==> config.mk <==
export PLATFORM = sky130hd
export DESIGN_NAME = life_board_ctrl_flat
export DESIGN_NICKNAME = d
export VERILOG_FILES = /design/src/rtl/life_pkg.sv /design/src/rtl/life_board_ctrl_if.sv /design/src/rtl/life_tick_gen.sv /design/src/rtl/life_board_ctrl.sv /design/src/flat_wrapper.sv
export SDC_FILE = /design/constraint.sdc
export NUM_CORES = 1
export LEC_CHECK = 0
export ABC_AREA = 1
export CORE_ASPECT_RATIO = 0.5
export CORE_MARGIN = 3
export CORE_UTILIZATION = 25
export DETAILED_ROUTE_END_ITERATION = 10
export PLACE_DENSITY = 0.42
export SYNTH_ARGS = -nofsm -noshare
export SYNTH_HDL_FRONTEND = slang
export SYNTH_SLANG_ARGS = --single-unit
==> constraint.sdc <==
create_clock -name clk -period 3.65 [get_ports clk]
set_input_delay 0.5475 -clock clk [delete_from_list [all_inputs] [get_ports clk]]
set_output_delay 0.5475 -clock clk [all_outputs]
set_load 0.01 [all_outputs]
==> src/rtl/life_pkg.sv <==
// Shared Game-of-Life definitions: controller state encoding and the cell-index
// mapping used by the controller, evolution and display stages.
package life_pkg;

   typedef enum logic [1:0] {
      ST_IDLE   = 2'd0,
      ST_EVOLVE = 2'd1,
      ST_COMMIT = 2'd2
   } life_state_e;

   // Linear board index of cell (x,y) on a board n cells wide.
   function automatic int unsigned idx(input int unsigned x, input int unsigned y,
                                       input int unsigned n);
      return y * n + x;
   endfunction

endpackage

==> src/rtl/life_board_ctrl_if.sv <==
// Command, evolution-stage and display bundle of the board controller.
interface life_board_ctrl_if #(
   parameter int P_PARAM_N = 5,
   parameter int P_PARAM_M = 5,
   parameter int P_GEN_W   = 16
) ();
   localparam int XW    = (P_PARAM_N > 1) ? $clog2(P_PARAM_N) : 1;
   localparam int YW    = (P_PARAM_M > 1) ? $clog2(P_PARAM_M) : 1;
   localparam int CELLS = P_PARAM_N * P_PARAM_M;

   logic               run;
   logic               step;
   logic               clear;
   logic               edit_valid;
   logic [XW-1:0]      edit_x;
   logic [YW-1:0]      edit_y;
   logic               edit_val;
   logic [CELLS-1:0]   board_prev;
   logic [CELLS-1:0]   evo_next;
   logic [CELLS-1:0]   board;
   logic [P_GEN_W-1:0] generation;
   logic               busy;
   logic               edit_ack;

   modport slave (
      input  run, step, clear, edit_valid, edit_x, edit_y, edit_val, evo_next,
      output board_prev, board, generation, busy, edit_ack
   );

   modport master (
      output run, step, clear, edit_valid, edit_x, edit_y, edit_val, evo_next,
      input  board_prev, board, generation, busy, edit_ack
   );
endinterface

==> src/rtl/life_tick_gen.sv <==
// Auto-run generation divider: one-cycle tick every P_TICK_DIV enabled cycles.
module life_tick_gen #(
   parameter int P_TICK_DIV = 50_000_000
) (
   input  logic clk,
   input  logic rst_n,
   input  logic en_i,
   input  logic clr_i,
   output logic tick_o
);
   localparam int             CW       = (P_TICK_DIV > 1) ? $clog2(P_TICK_DIV) : 1;
   localparam logic [CW-1:0]  CNT_LAST = CW'(P_TICK_DIV - 1);

   logic [CW-1:0] cnt_q, cnt_d;

   assign tick_o = en_i && (cnt_q == CNT_LAST);

   // Next count: clear dominates, otherwise count and wrap while enabled.
   always_comb begin
      cnt_d = cnt_q;
      if (clr_i) begin
         cnt_d = '0;
      end else if (en_i) begin
         if (cnt_q == CNT_LAST) begin
            cnt_d = '0;
         end else begin
            cnt_d = cnt_q + CW'(1);
         end
      end else begin
         cnt_d = cnt_q;
      end
   end

   // Counter register.
   always_ff @(posedge clk or negedge rst_n) begin
      if (!rst_n) begin
         cnt_q <= '0;
      end else begin
         cnt_q <= cnt_d;
      end
   end
endmodule

==> src/rtl/life_board_ctrl.sv <==
// Game-of-Life board owner: applies clear/edit commands and sequences
// IDLE -> EVOLVE -> COMMIT generations through the external evolution stage.
module life_board_ctrl
   import life_pkg::*;
#(
   parameter int P_PARAM_N  = 5,
   parameter int P_PARAM_M  = 5,
   parameter int P_TICK_DIV = 50_000_000,
   parameter int P_EVO_LAT  = 2,
   parameter int P_GEN_W    = 16
) (
   input logic              clk,
   input logic              rst_n,
   life_board_ctrl_if.slave bus
);
   localparam int CELLS = P_PARAM_N * P_PARAM_M;
   localparam int XW    = (P_PARAM_N > 1) ? $clog2(P_PARAM_N) : 1;
   localparam int YW    = (P_PARAM_M > 1) ? $clog2(P_PARAM_M) : 1;
   localparam int IW    = (CELLS > 1) ? $clog2(CELLS) : 1;
   localparam int LAT_W = (P_EVO_LAT > 1) ? $clog2(P_EVO_LAT) : 1;
   localparam logic [LAT_W-1:0] LAT_LAST = LAT_W'(P_EVO_LAT - 1);

   life_state_e        state_q, state_d;
   logic [LAT_W-1:0]   lat_q, lat_d;
   logic [CELLS-1:0]   board_q, board_d;
   logic [P_GEN_W-1:0] gen_q, gen_d;
   logic               busy_q, busy_d;
   logic               ack_q, ack_d;
   logic               pend_q, pend_d;
   logic               tick_s, trig_s, clear_exec_s, edit_hit_s;
   logic [IW-1:0]      cell_sel_s;

   life_tick_gen #(.P_TICK_DIV(P_TICK_DIV)) u_tick (
      .clk    (clk),
      .rst_n  (rst_n),
      .en_i   (bus.run),
      .clr_i  (!bus.run || clear_exec_s),
      .tick_o (tick_s)
   );

   // Step pulses only count while paused; ticks only while running.
   assign trig_s     = bus.run ? tick_s : bus.step;
   assign edit_hit_s = ({1'b0, bus.edit_x} < (XW+1)'(P_PARAM_N)) &&
                       ({1'b0, bus.edit_y} < (YW+1)'(P_PARAM_M));
   assign cell_sel_s = IW'(idx(32'(bus.edit_x), 32'(bus.edit_y), 32'(P_PARAM_N)));

   // FSM next state, board/generation updates and command handling.
   always_comb begin
      state_d      = state_q;
      lat_d        = lat_q;
      board_d      = board_q;
      gen_d        = gen_q;
      ack_d        = 1'b0;
      pend_d       = pend_q;
      clear_exec_s = 1'b0;
      case (state_q)
         ST_IDLE: begin
            if (bus.clear) begin
               board_d      = '0;
               gen_d        = '0;
               clear_exec_s = 1'b1;
            end else if (bus.edit_valid) begin
               ack_d = 1'b1;
               if (edit_hit_s) begin
                  board_d[cell_sel_s] = bus.edit_val;
               end else begin
                  board_d = board_q;
               end
            end else if (trig_s) begin
               state_d = ST_EVOLVE;
               lat_d   = '0;
            end else begin
               state_d = ST_IDLE;
            end
         end
         ST_EVOLVE: begin
            if (bus.clear) begin
               pend_d = 1'b1;
            end else begin
               pend_d = pend_q;
            end
            if (lat_q == LAT_LAST) begin
               state_d = ST_COMMIT;
            end else begin
               lat_d = lat_q + LAT_W'(1);
            end
         end
         ST_COMMIT: begin
            state_d = ST_IDLE;
            // A clear seen during the evolution wins over the evolved board.
            if (pend_q || bus.clear) begin
               board_d      = '0;
               gen_d        = '0;
               pend_d       = 1'b0;
               clear_exec_s = 1'b1;
            end else begin
               board_d = bus.evo_next;
               gen_d   = gen_q + P_GEN_W'(1);
            end
         end
         default: begin
            state_d = ST_IDLE;
         end
      endcase
      busy_d = (state_d != ST_IDLE);
   end

   // Controller state, board and output registers.
   always_ff @(posedge clk or negedge rst_n) begin
      if (!rst_n) begin
         state_q <= ST_IDLE;
         lat_q   <= '0;
         board_q <= '0;
         gen_q   <= '0;
         busy_q  <= 1'b0;
         ack_q   <= 1'b0;
         pend_q  <= 1'b0;
      end else begin
         state_q <= state_d;
         lat_q   <= lat_d;
         board_q <= board_d;
         gen_q   <= gen_d;
         busy_q  <= busy_d;
         ack_q   <= ack_d;
         pend_q  <= pend_d;
      end
   end

   assign bus.board_prev = board_q;
   assign bus.board      = board_q;
   assign bus.generation = gen_q;
   assign bus.busy       = busy_q;
   assign bus.edit_ack   = ack_q;
endmodule
==> src/flat_wrapper.sv <==
// flat-port wrapper written by rule: the top's interface ports become plain ports
module life_board_ctrl_flat import life_pkg::*;
#(
   parameter int P_PARAM_N  = 5,
   parameter int P_PARAM_M  = 5,
   parameter int P_TICK_DIV = 50_000_000,
   parameter int P_EVO_LAT  = 2,
   parameter int P_GEN_W    = 16
)
  (clk, rst_n, bus_run, bus_step, bus_clear, bus_edit_valid, bus_edit_x, bus_edit_y, bus_edit_val, bus_evo_next, bus_board_prev, bus_board, bus_generation, bus_busy, bus_edit_ack);
  life_board_ctrl_if #(.P_PARAM_N(P_PARAM_N), .P_PARAM_M(P_PARAM_M), .P_GEN_W(P_GEN_W)) bus_i ();
  input logic clk;
  input logic rst_n;
  input wire logic [$bits(bus_i.run)-1:0] bus_run;
  input wire logic [$bits(bus_i.step)-1:0] bus_step;
  input wire logic [$bits(bus_i.clear)-1:0] bus_clear;
  input wire logic [$bits(bus_i.edit_valid)-1:0] bus_edit_valid;
  input wire logic [$bits(bus_i.edit_x)-1:0] bus_edit_x;
  input wire logic [$bits(bus_i.edit_y)-1:0] bus_edit_y;
  input wire logic [$bits(bus_i.edit_val)-1:0] bus_edit_val;
  input wire logic [$bits(bus_i.evo_next)-1:0] bus_evo_next;
  output wire logic [$bits(bus_i.board_prev)-1:0] bus_board_prev;
  output wire logic [$bits(bus_i.board)-1:0] bus_board;
  output wire logic [$bits(bus_i.generation)-1:0] bus_generation;
  output wire logic [$bits(bus_i.busy)-1:0] bus_busy;
  output wire logic [$bits(bus_i.edit_ack)-1:0] bus_edit_ack;
  assign bus_i.run = bus_run;
  assign bus_i.step = bus_step;
  assign bus_i.clear = bus_clear;
  assign bus_i.edit_valid = bus_edit_valid;
  assign bus_i.edit_x = bus_edit_x;
  assign bus_i.edit_y = bus_edit_y;
  assign bus_i.edit_val = bus_edit_val;
  assign bus_i.evo_next = bus_evo_next;
  assign bus_board_prev = bus_i.board_prev;
  assign bus_board = bus_i.board;
  assign bus_generation = bus_i.generation;
  assign bus_busy = bus_i.busy;
  assign bus_edit_ack = bus_i.edit_ack;
  life_board_ctrl #(.P_PARAM_N(P_PARAM_N), .P_PARAM_M(P_PARAM_M), .P_TICK_DIV(P_TICK_DIV), .P_EVO_LAT(P_EVO_LAT), .P_GEN_W(P_GEN_W)) u_core (.clk(clk), .rst_n(rst_n), .bus(bus_i));
endmodule
==> results.md, run 1 <==
* Worst-case clock buffer depth at 2
* Total Wirelength at 14200 µm
* CTS tree: yes
* DRC errors left at 0
* Nets at 830
* PD cells at 425 mW/mm²
* Cells after DPL at 1029
* DRT Pass-1 Iters at 4
* Sequential element share of the synthesized area at 38.1%
* Rel. slew slack at 61.5%
* Vias in the first global route at 4556
* Clock Pin Slew Worst Setup and Hold Paths at 0.06 ns
* Non-Filler Instances at 1044
* Core area at 0.0186 mm²
* Post-Syn Nets at 751
* Startpoint Class: input pin
* Worst EP required at 3.92 ns
* Layout area overhead at 31.5%
* Htree depth at 3
* Synth Instances at 702
* Seq cells post-synth at 73
* Vias per inst at 4.37
* RSZ-0062 raised after global routing: false
* Fin crit share at 80.6%
* Worst vdd ir at 0.205 mV
* Total of max-cap violations at 0
* Setup TNS at 0 ns
* Max Clock Skew at 0.00862 ns
* RR Startpoint: u_core.u_tick.cnt_q[0]
* Port bufs at 105
* HPWL Detailed at 10700 µm
* Yosys cell types at 36
* Clk_lat worst skew at 0.34 ns
* Initial DRC count at 171
* Achievable Freq at 340 MHz
* Hold WC Path Type: input pin to async pin
* Hold WS at 0.135 ns
* CP startpoint: bus_edit_y[0]
* Worst-margin pin slew at 0.573 ns
* Gr ovfl total at 0
* Post-Syn Area per Cell at 6.84 µm²
* Synth area leaders: dfrtp_1, nand2_1, nand4_1
* FF-to-FF End: u_core.u_tick.cnt_q[22]
* Synth Warn # at 0
* I/O Pins at 106
* Starting Density at 25.8%
* Reg2Reg Setup Slack at 1.66 ns
* RD Place Congestion at 0.800
* Final min period at 2.94 ns
* Worst Path Max Fanout at 16
* GRT Resource Usage Total at 13.8%
* Wire per inst at 13.6 µm
* Outcome: completed
* Crit path kind: input pin to flop
* Slew Limit Fails at 0
* First-pass GRT wire length at 23600 µm
* Initial antenna violation count at 0
* Crit end category: flop
* Post-Syn Area at 0.00480 mm²
* Area leader, netlist: dfrtp_1
* Final ANT Viol Nets at 0
* Most frequent cells in the layout: nand2_1, clkdlybuf4s50_1, dfrtp_1, nor2_1, inv_1
* Final hold violation count at 0
* Post-CTS setup buffers at 0
* WP data arrival at 3.21 ns
* CTS buffer count at 9
* Layout cell share with drive strength beyond 1 at 5.48%
* Commonest non-fill, non-tap cell in the layout: nand2_1
* P_leak at 0.00292 µW
* Critical Path Sink: u_core.bus.board[15]
* Ant diodes at 0
* Yosys top cell area share at 38.1%
* R2R depth at 9
* Row Count at 35
* Core Util, Final at 33.9%
* Die area at 0.0210 mm²
* Setup violators final at 0
* Clk sinks at 73
* Post-CTS sizing at 0
* Clock root cell: clkbuf_16
* Routed via count at 4567
* Cts hold-fix bufs at 0
* Largest net degree at the start of global routing at 36
* Die height at 104 µm
* Die X at 202 µm
-- state kept, by name (all words and copies together), names as in the netlist --
| signal | count |
|---|---|
| u_core.state_q | 2 |
| u_core.u_tick.cnt_q | 26 |
| u_core.bus.busy | 1 |
| u_core.lat_q | 1 |
| u_core.bus.board | 25 |
| u_core.bus.edit_ack | 1 |
| u_core.bus.generation | 16 |
| u_core.pend_q | 1 |
-- metal layers --
layer / vias up / part of all wire, % / global-route usage [%]
met5: - / 0 / 0
met4: 0 / 0.58 / 3.03
met3: 6 / 2.4 / 2.63
met2: 56 / 47 / 23.3
met1: 2110 / 50 / 18.5
li1: 2395 / - / -
-- report_power, final --
group          leakage [µW]  switching, µW  internal [µW]
clock network      0.000166            370            669
registers           0.00101           44.3            862
logic               0.00175            453            286
-- cells in the mapped netlist --
| cell type | number |
|---|---|
| a21oi_1 | 31 |
| a22oi_1 | 1 |
| a2bb2oi_1 | 1 |
| a31oi_1 | 1 |
| buf_1 | 2 |
| buf_2 | 4 |
| buf_4 | 26 |
| buf_6 | 1 |
| clkbuf_1 | 17 |
| clkinv_1 | 1 |
| dfrtp_1 | 73 |
| fa_1 | 1 |
| ha_1 | 10 |
| inv_1 | 57 |
| inv_2 | 1 |
| inv_4 | 1 |
| nand2_1 | 268 |
| nand2_2 | 1 |
| nand2_4 | 1 |
| nand3_1 | 20 |
| nand4_1 | 53 |
| nor2_1 | 70 |
| nor2_2 | 5 |
| nor2_4 | 2 |
| nor3_1 | 20 |
| nor3b_1 | 2 |
| nor4_1 | 2 |
| o21a_1 | 1 |
| o21ai_0 | 12 |
| o21ai_1 | 1 |
| o21ai_2 | 2 |
| o22ai_1 | 1 |
| or2_1 | 1 |
| xnor2_1 | 6 |
| xor2_1 | 5 |
| xor2_4 | 1 |
-- layout make-up --
class	instances	area [µm²]
Clock buffer	9	225
Multi-Input combinational cell	519	2450
Sequential cell	73	1830
Clock inverter	6	116
Timing Repair Buffer	118	1150
Tap cell	259	324
Fill cell	1998	12300
Inverter	60	228
-- logic make-up after synthesis --
| logic type | Yosys count | synth area share (%) |
|---|---|---|
| adder cells (fa/ha/maj) | 11 | 3.02 |
| AND/OR/NAND/NOR | 445 | 39.7 |
| AO/OA/AOI/OAI | 51 | 5.71 |
| buffers and inverters | 110 | 10.9 |
| flip-flops | 73 | 38.1 |
| XOR/XNOR | 12 | 2.58 |
-- metrics by stage --
stage | area (µm²) | worst slack, ns | power [µW]
6_report | 6310 | 0.708 | 2680
3_5_place_dp | 5970 | 0.352 | 1670
4_1_cts | 6310 | 0.693 | 2740
3_3_place_gp | 5970 | 0.394 | 1670
2_1_floorplan | 4800 | 1.01 | 1390
5_1_grt | 6310 | 0.503 | 2860
-- critical path, stage by stage --
cell and delay (ns):
clkdlybuf4s50_1 0.47, ha_1 0.32, ha_1 0.33, fa_1 0.51, xor2_4 0.37, inv_4 0.16
nor2_4 0.21, nand4_1 0.10, nand2_1 0.08, nand2_1 0.05, nand2_1 0.06
-- worst min-delay path by stage --
stage / to / startpoint / cells past startpoint / slack, ns
global route: u_core.bus.board[7] / rst_n / 1 / 0.15
detailed placement: u_core.u_tick.cnt_q[0] / u_core.u_tick.cnt_q[0] / 1 / 0.47
CTS: u_core.u_tick.cnt_q[23] / rst_n / 1 / 0.14
global placement: u_core.u_tick.cnt_q[0] / u_core.u_tick.cnt_q[0] / 1 / 0.46
floorplan: u_core.bus.board[0] / rst_n / 0 / 0.25
finish: u_core.bus.board[7] / rst_n / 1 / 0.14
Power figures use the tool's default switching activity.
==> run 2, diff against run 1 <==
--- a/config.mk
+++ b/config.mk
@@ -10,7 +10,7 @@
 export CORE_MARGIN = 3
 export CORE_UTILIZATION = 25
 export DETAILED_ROUTE_END_ITERATION = 10
-export PLACE_DENSITY = 0.42
+export PLACE_DENSITY = 0.44
 export SYNTH_ARGS = -nofsm -noshare
 export SYNTH_HDL_FRONTEND = slang
 export SYNTH_SLANG_ARGS = --single-unit
==> constraint.sdc (replaced) <==
create_clock -name clk -period 2.6 [get_ports clk]
set_input_delay 0.39 -clock clk [delete_from_list [all_inputs] [get_ports clk]]
set_output_delay 0.39 -clock clk [all_outputs]
set_load 0.01 [all_outputs]
==> results.md, run 2 (synthesized netlist as in run 1, its figures left out) <==
* CTS tree: yes
* Worst-margin pin slew at 0.581 ns
* Wire per inst at 13.3 µm
* WP data arrival at 2.72 ns
* I/O Pins at 106
* R2R depth at 8
* Hold path startpoint: u_core.u_tick.cnt_q[0]
* Ant diodes at 0
* P_leak at 0.00302 µW
* Die area at 0.0210 mm²
* Clock root cell: clkbuf_16
* Hold WS at 0.470 ns
* Starting Density at 25.8%
* DRT Pass-1 Iters at 4
* CP max stage cell: clkdlybuf4s50_1
* Top reg by flops: u_core.u_tick.cnt_q
* Rel. slew slack at 61.0%
* Commonest non-fill, non-tap cell in the layout: nand2_1
* FF-to-FF End: u_core.u_tick.cnt_q[22]
* Gr ovfl total at 0
* Max Clock Skew at 0.00758 ns
* Die X at 202 µm
* Hold Path End: u_core.u_tick.cnt_q[0]
* RR Startpoint: u_core.u_tick.cnt_q[0]
* Row Count at 35
* Setup violators final at 0
* Die height at 104 µm
* Vias in the first global route at 4465
* Core area at 0.0186 mm²
* Final ANT Viol Nets at 0
* Initial antenna violation count at 0
* Hold WC Path Type: flop to flop
* PD cells at 571 mW/mm²
* Clk_lat worst skew at 0.33 ns
* Vias per inst at 4.44
* Largest net degree at the start of global routing at 30
* CP startpoint: bus_edit_y[0]
* Final min period at 2.45 ns
* Total of max-cap violations at 0
* Outcome: completed
* Placed inst area at 0.00615 mm²
* Crit path kind: input pin to flop
* Total Wirelength at 14200 µm
* Worst-case clock buffer depth at 2
* Layout cell share with drive strength beyond 1 at 8.54%
* Crit-path max cell delay at 0.43 ns
* Register area at 0.00183 mm²
* Final Cell Area at 0.00652 mm²
* Worst EP required at 2.88 ns
* Clock Pin Slew Worst Setup and Hold Paths at 0.06 ns
* GRT Resource Usage Total at 13.5%
* Max reg flops at 26
* Cell breakdown of the critical path: clkdlybuf4s50_1, buf_4, ha_1, ha_1, fa_2, xor2_4, buf_4, nor2_2, buf_4, nand4_1, nand2_1, nand2_1, nand2_1
* Routed via count at 4736
* Initial DRC count at 218
* Crit end category: flop
* Reg2Reg Setup Slack at 0.68 ns
* FILL cells at 1965
* CTS buffer count at 9
* Startpoint Class: input pin
* Cell depth of the worst hold path at 1
* Pwr Total at 3720 µW
* Final hold violation count at 0
* Slew Limit Fails at 0
* Layout area overhead at 35.7%
* Port bufs at 105
* First-pass GRT wire length at 23400 µm
* Nets at 852
* HPWL Detailed at 10700 µm
* Area occupied by multi-input gates at 0.00248 mm²
* Clk sinks at 73
* Htree depth at 3
* RD Place Congestion at 0.789
* Worst Path Max Fanout at 5
* Most frequent cells in the layout: nand2_1, clkdlybuf4s50_1, dfrtp_1, nor2_1, inv_1
* DRC errors left at 0
* Achievable Freq at 409 MHz
* Setup TNS at 0 ns
* Fin crit share at 94.1%
* Worst vdd ir at 0.304 mV
## run 2: cell types whose count changed in the layout (fill, tap and decap cells not counted), sizes merged
cell	previous run	this run
buf	14	35
clkinvlp	0	2
dlygate4sd3	0	1
inv	60	61
bufinv	3	1
## run 2: worst max-delay path by stage
stage	endpoint	slack (ns)	cells after the start
after global routing	u_core.bus.board[2]	-0.002	14
after floorplan	u_core.bus.board[11]	0.12	11
after global placement	u_core.bus.board[15]	-0.34	11
after CTS	u_core.bus.board[15]	0.01	11
after detailed placement	u_core.bus.board[8]	-0.38	12
final	u_core.bus.board[19]	0.15	13
## run 2: where the power goes
part | total [µW] | internal, µW | switching [µW] | leakage [µW]
clock network | 1270 | 750 | 524 | 0.000142
logic | 1180 | 505 | 674 | 0.00187
registers | 1270 | 1210 | 59.0 | 0.00101
total | 3720 | 2460 | 1260 | 0.00302
## run 2: area by class of cell
| cell class | instances | share of cell area, % |
|---|---|---|
| Clock buffer | 9 | 3.46 |
| Clock inverter | 7 | 1.17 |
| Inverter | 60 | 3.50 |
| Multi-Input combinational cell | 519 | 38.1 |
| Sequential cell | 73 | 28.0 |
| Tap cell | 259 | 4.97 |
| Timing Repair Buffer | 140 | 20.7 |
## run 2: metal layers
metal | share of wire (%) | vias up | global-route usage (%)
met1 | 49 | 2213 | 18.7
li1 | - | 2441 | -
met3 | 3.0 | 10 | 2.59
met5 | 0 | - | 0
met2 | 47 | 72 | 21.9
met4 | 0.56 | 0 | 2.69
## run 2: critical path: cells and delay by family
kind	cells	cell delay, ns
buffers and inverters	4	0.89
XOR/XNOR	1	0.19
adder cells (fa/ha/maj)	3	0.83
AND/OR/NAND/NOR	5	0.41
## run 2: stage by stage
stage               setup slack (ns)  cells  util (%)
floorplan                      0.118    702         -
global placement              -0.336   1047      33.0
detailed placement            -0.385   1047      33.0
CTS                          0.00996   1064      34.7
global route                -0.00181   1067      35.0
finish                         0.152   1067      35.0
## run 2: timing repair
item,CTS,global route
endpoints found under the hold margin,23,0
pin swaps,1,4
setup endpoints to repair,9,22
hold buffers,1,0
setup buffers,0,3
gates resized for setup,1,4
